<file path="config.mk">
export PLATFORM = sky130hd
export DESIGN_NAME = sr_flop_bank
export DESIGN_NICKNAME = d
export VERILOG_FILES = /design/src/rtl/sr_bank_pkg.sv /design/src/rtl/sr_chan.sv /design/src/rtl/sr_flop_bank.sv
export SDC_FILE = /design/constraint.sdc
export NUM_CORES = 1
export LEC_CHECK = 0
export ABC_AREA = 1
export CAP_MARGIN = 10
export CELL_PAD_IN_SITES_DETAIL_PLACEMENT = 1
export CELL_PAD_IN_SITES_GLOBAL_PLACEMENT = 1
export CORE_ASPECT_RATIO = 0.75
export CORE_MARGIN = 2
export CORE_UTILIZATION = 38
export DETAILED_ROUTE_END_ITERATION = 6
export PLACE_DENSITY = 0.88
export SYNTH_ARGS = -nofsm -noshare
export SYNTH_HDL_FRONTEND = slang
export SYNTH_HIERARCHICAL = 1
export SYNTH_SLANG_ARGS = --single-unit
</file>
<file path="constraint.sdc">
create_clock -name clk -period 1.15 [get_ports clk]
set_input_delay 0.23 -clock clk [delete_from_list [all_inputs] [get_ports clk]]
set_output_delay 0.23 -clock clk [all_outputs]
set_load 0.05 [all_outputs]
</file>
<file path="src/rtl/sr_bank_pkg.sv">
// Shared encodings for the SR flop bank: simultaneous-assert rules and the
// active-low {S_n,R_n} pair values.
package sr_bank_pkg;

  localparam int PRI_HOLD   = 0;
  localparam int PRI_SET    = 1;
  localparam int PRI_RESET  = 2;
  localparam int PRI_TOGGLE = 3;

  typedef enum logic [1:0] {
    PAIR_BOTH = 2'b00,
    PAIR_SET  = 2'b01,
    PAIR_RST  = 2'b10,
    PAIR_IDLE = 2'b11
  } pair_e;

  function automatic int cnt_width(input int filter);
    return (filter < 1) ? 1 : $clog2(filter + 1);
  endfunction

endpackage

</file>
<file path="src/rtl/sr_chan.sv">
// One SR channel: input pair glitch filter, set/reset/priority action,
// registered complementary Q/Qbar, change pulse and sticky err bit.
module sr_chan
  import sr_bank_pkg::*;
#(
  parameter int   FILTER   = 2,
  parameter int   PRIORITY = PRI_HOLD,
  parameter logic INIT     = 1'b0
) (
  input  logic clk,
  input  logic rst,
  input  logic s_n,
  input  logic r_n,
  input  logic clr_err,
  output logic q,
  output logic qbar,
  output logic change,
  output logic err
);

  localparam int            CW      = cnt_width(FILTER);
  localparam logic [CW-1:0] CNT_MAX = CW'(FILTER);
  localparam logic [CW-1:0] CNT_THR = CW'((FILTER > 0) ? FILTER - 1 : 0);
  localparam logic          NO_FILT = (FILTER == 0);

  pair_e         raw;
  pair_e         cand;
  logic [CW-1:0] cnt;
  logic          match;
  logic          qual;
  logic          held;
  logic          fresh;
  logic          q_nxt;
  logic          err_set;

  assign raw = pair_e'({s_n, r_n});

  // A pair is already held when it was qualified on the previous edge too
  // (count saturated); only the first qualifying edge is "fresh".
  always_comb begin
    match   = (raw == cand);
    qual    = NO_FILT || (match && (cnt >= CNT_THR));
    held    = match && (cnt == CNT_MAX);
    fresh   = qual && !held;
    q_nxt   = q;
    err_set = fresh && (raw == PAIR_BOTH);
    if (qual) begin
      case (raw)
        PAIR_SET: q_nxt = 1'b1;
        PAIR_RST: q_nxt = 1'b0;
        PAIR_BOTH: begin
          case (PRIORITY)
            PRI_SET:    q_nxt = 1'b1;
            PRI_RESET:  q_nxt = 1'b0;
            PRI_TOGGLE: q_nxt = fresh ? ~q : q;
            default:    q_nxt = q;
          endcase
        end
        default: q_nxt = q;
      endcase
    end
  end

  always_ff @(posedge clk) begin
    if (rst) begin
      cand   <= PAIR_IDLE;
      cnt    <= '0;
      q      <= INIT;
      qbar   <= ~INIT;
      change <= 1'b0;
      err    <= 1'b0;
    end else begin
      if (!match) begin
        cand <= raw;
        cnt  <= '0;
      end else if (cnt < CNT_MAX) begin
        cnt <= cnt + 1'b1;
      end
      q      <= q_nxt;
      qbar   <= ~q_nxt;
      change <= (q_nxt != q);
      err    <= err_set | (err & ~clr_err);
    end
  end

endmodule

</file>
<file path="src/rtl/sr_flop_bank.sv">
// Bank of CHANNELS independent clocked SR storage elements with active-low
// set/reset inputs, glitch filtering and a selectable simultaneous-assert rule.
module sr_flop_bank
  import sr_bank_pkg::*;
#(
  parameter int                  CHANNELS = 4,
  parameter int                  FILTER   = 2,
  parameter int                  PRIORITY = PRI_HOLD,
  parameter logic [CHANNELS-1:0] INIT     = '0
) (
  input  logic                clk,
  input  logic                rst,
  input  logic [CHANNELS-1:0] S_n,
  input  logic [CHANNELS-1:0] R_n,
  input  logic                clr_err,
  output logic [CHANNELS-1:0] Q,
  output logic [CHANNELS-1:0] Qbar,
  output logic [CHANNELS-1:0] change,
  output logic [CHANNELS-1:0] err
);

  for (genvar i = 0; i < CHANNELS; i++) begin : g_chan
    sr_chan #(
      .FILTER  (FILTER),
      .PRIORITY(PRIORITY),
      .INIT    (INIT[i])
    ) u_chan (
      .clk    (clk),
      .rst    (rst),
      .s_n    (S_n[i]),
      .r_n    (R_n[i]),
      .clr_err(clr_err),
      .q      (Q[i]),
      .qbar   (Qbar[i]),
      .change (change[i]),
      .err    (err[i])
    );
  end

endmodule

</file>
==> flow_metrics.py <==
metrics = {
    "detailed_routing": {
        "wl_per_cell_um": 13.6,
        "via_count": 1551,
        "viasPerCell": 4.74,
        "ant_nets": 0,
        "route.detailed.drc": 0,
        "drt_wl_total_um": 4450,
        "drtIter0Drc": 52,
        "firstDrtPassIters": 4,
    },
    "sta": {
        "fin_skew_ns": 0.00568,
        "rsz0062_at_grt": "yes",
        "slew_headroom": 0.882,
        "fin_crit_ns": 1.13,
        "setup_ws_ns": 0.0244,
        "fin_setup_tns_ns": 0,
        "slew_viol_final": 0,
        "hold_viol": 0,
        "fmaxAchievable_ghz": 0.888,
        "min_period_over_period": 0.979,
        "tightest_slew_ns": 0.176,
        "finalSetupViolations": 0,
    },
    "floorplanning": {
        "rows": 20,
        "die_y_um": 60.2,
        "die_w_um": 79.0,
        "die_area_um2": 4750,
        "core_area_um2": 4050,
        "pin_count": 27,
        "start_util": 0.395,
    },
    "power": {
        "p_sw_frac": 0.291,
        "p_switching_uw": 776,
        "clockPowerShare": 0.340,
        "totalPowerFinal_uw": 2670,
        "p_leak_uw": 0.00118,
        "seq_power_share": 0.445,
        "internal_power_uw": 1890,
        "powerDensity_nw_per_um2": 1080,
        "vdd_drop_max_uv": 818,
        "p_comb_frac": 0.214,
    },
    "worst_setup_path": {
        "critPathCaptureType": "register",
        "cp_max_fo": 5,
        "critical_path_required_ns": 1.38,
        "critical_path_class": "register to register",
        "crit_path_start_kind": "register",
        "arrival_ns": 1.35,
    },
    "global_routing": {
        "grt_use_total": 0.199,
        "grt_pass1_wl_um": 7090,
        "grt_pass1_vias": 1622,
        "grt_max_degree": 10,
        "grt_antenna_before_repair": 0,
        "overflow": 0,
    },
    "layout": {
        "drive_gt1_frac": 0.397,
        "ff_latch_area_um2": 657,
        "fin_area_um2": 2470,
        "nFillCells": 490,
        "num_antenna_cells": 0,
        "finalNonFillerCells": 327,
        "layout_commonest_cell": "nand2_1",
        "layout.nets": 298,
        "multi_input_area_um2": 892,
        "final_cell_mix": "nand2_1, inv_1, dfxtp_1, buf_4, nand2_2",
        "area_growth_pct": 54.1,
    },
    "synthesis": {
        "syn_area_um2": 1600,
        "synth_top_area_share": 0.400,
        "syn-num-nets": 243,
        "yosys_warnings": 6,
        "yosysSeqAreaShare": 0.400,
        "synth_cell_types": 12,
        "syn_inst": 216,
        "postSynthAreaPerCell_um2": 7.41,
        "post-synth-top-area-cell": "dfxtp_1",
        "synthTopCellsByArea": "dfxtp_1, ha_1, nand2_1",
        "ys_ff_latch": 32,
    },
    "clock_tree": {
        "clkSinkCount": 32,
        "clkSlewWorstSetupHoldPaths_ns": 0.07,
        "ctsHoldBuffers": 0,
        "cts_buffer_depth": 2,
        "htreeDepth": 2,
        "root_buffer": "clkbuf_8",
        "cts_made_buffers": 5,
        "tritoncts": "yes",
        "worstSkewPairLatency_ns": 0.29,
    },
    "run_status": {
        "status": "completed",
    },
    "placed_design": {
        "place_hpwl_um": 3170,
        "dpl_cell_area_um2": 2220,
        "gp_congestion": 0.773,
        "pre_cts_ws_ns": -0.571,
        "port_buffers": 26,
        "place_inst": 313,
    },
    "min_path": {
        "hp-class": "primary input to register",
    },
    "flow_run": {
        "drv_cap": 0,
    },
}
## power by group through the flow
stage / Sequential (µW) / Clock, µW / Combinational, µW
floorplan: 1250 / 0 / 224
global placement: 1210 / 0 / 467
detailed placement: 1210 / 0 / 495
CTS: 1190 / 924 / 537
global route: 1190 / 986 / 633
finish: 1190 / 909 / 572
## worst max-delay path, cell delays in order, from the launching register on
cell and delay (ns):
dfxtp_1 0.36, inv_1 0.07, nand2_1 0.07, nand2_2 0.06
nor2_4 0.15, nand2_2 0.09, nand2_1 0.10, o21ai_1 0.08
nor2_1 0.08
## worst paths after layout
path                       startpoint  slack (ns)  depth (start not counted)                       end
max          g_chan[3].u_chan/cand[0]        0.02                          8        g_chan[3].u_chan/q
min                            S_n[0]        0.40                          5  g_chan[0].u_chan/cand[1]
min reg2reg   g_chan[3].u_chan/cnt[0]        0.46                          2   g_chan[3].u_chan/cnt[0]
max reg2reg  g_chan[3].u_chan/cand[0]        0.02                          8        g_chan[3].u_chan/q
## logic make-up after synthesis
kind of cell | count (synthesis) | synth area share
buf+inv | 48 | 0.112
flops | 32 | 0.400
fa+ha+maj | 16 | 0.125
compound gates | 24 | 0.0813
simple gates | 96 | 0.281
## metrics by stage
step | utilization | hold WS, ns
after floorplan | - | 0.295
after global placement | 0.547 | 0.442
after detailed placement | 0.547 | 0.446
after CTS | 0.590 | 0.323
after global routing | 0.609 | 0.421
final | 0.609 | 0.401
## what timing repair did
action,4_1_cts,5_1_grt
gates resized for setup,24,27
endpoints found under the setup margin,22,15
setup buffers,2,4
pin swaps,12,7
## metal layers
metal  vias up  GRT usage  wire [µm]
met5         -          0          0
met4         0     0.0616         57
met3         7     0.0589        165
met2        32      0.383       2500
met1       737      0.213       1730
li1        775          -          -
## area by class of cell
type	count	area share
clock buffers	8	0.0365
inverters	48	0.0740
multi-input cells	136	0.361
flip-flops and latches	32	0.266
well taps	55	0.0279
repair buffers	48	0.234
## state kept, by name (all words and copies together), names as in the netlist
signal and flops:
g_chan.u_chan/cand 8, g_chan.u_chan/cnt 8, g_chan.u_chan/change 4, g_chan.u_chan/err 4, g_chan.u_chan/q 4, g_chan.u_chan/qbar 4
## Yosys cell counts
master / count
a21oi_1: 12
dfxtp_1: 32
ha_1: 16
inv_1: 40
inv_2: 8
nand2_1: 48
nand2_2: 12
nand4_1: 12
nor2_1: 20
nor2_4: 4
o211ai_1: 4
o21ai_1: 8
Note: power is estimated with default switching activity, not from simulation.
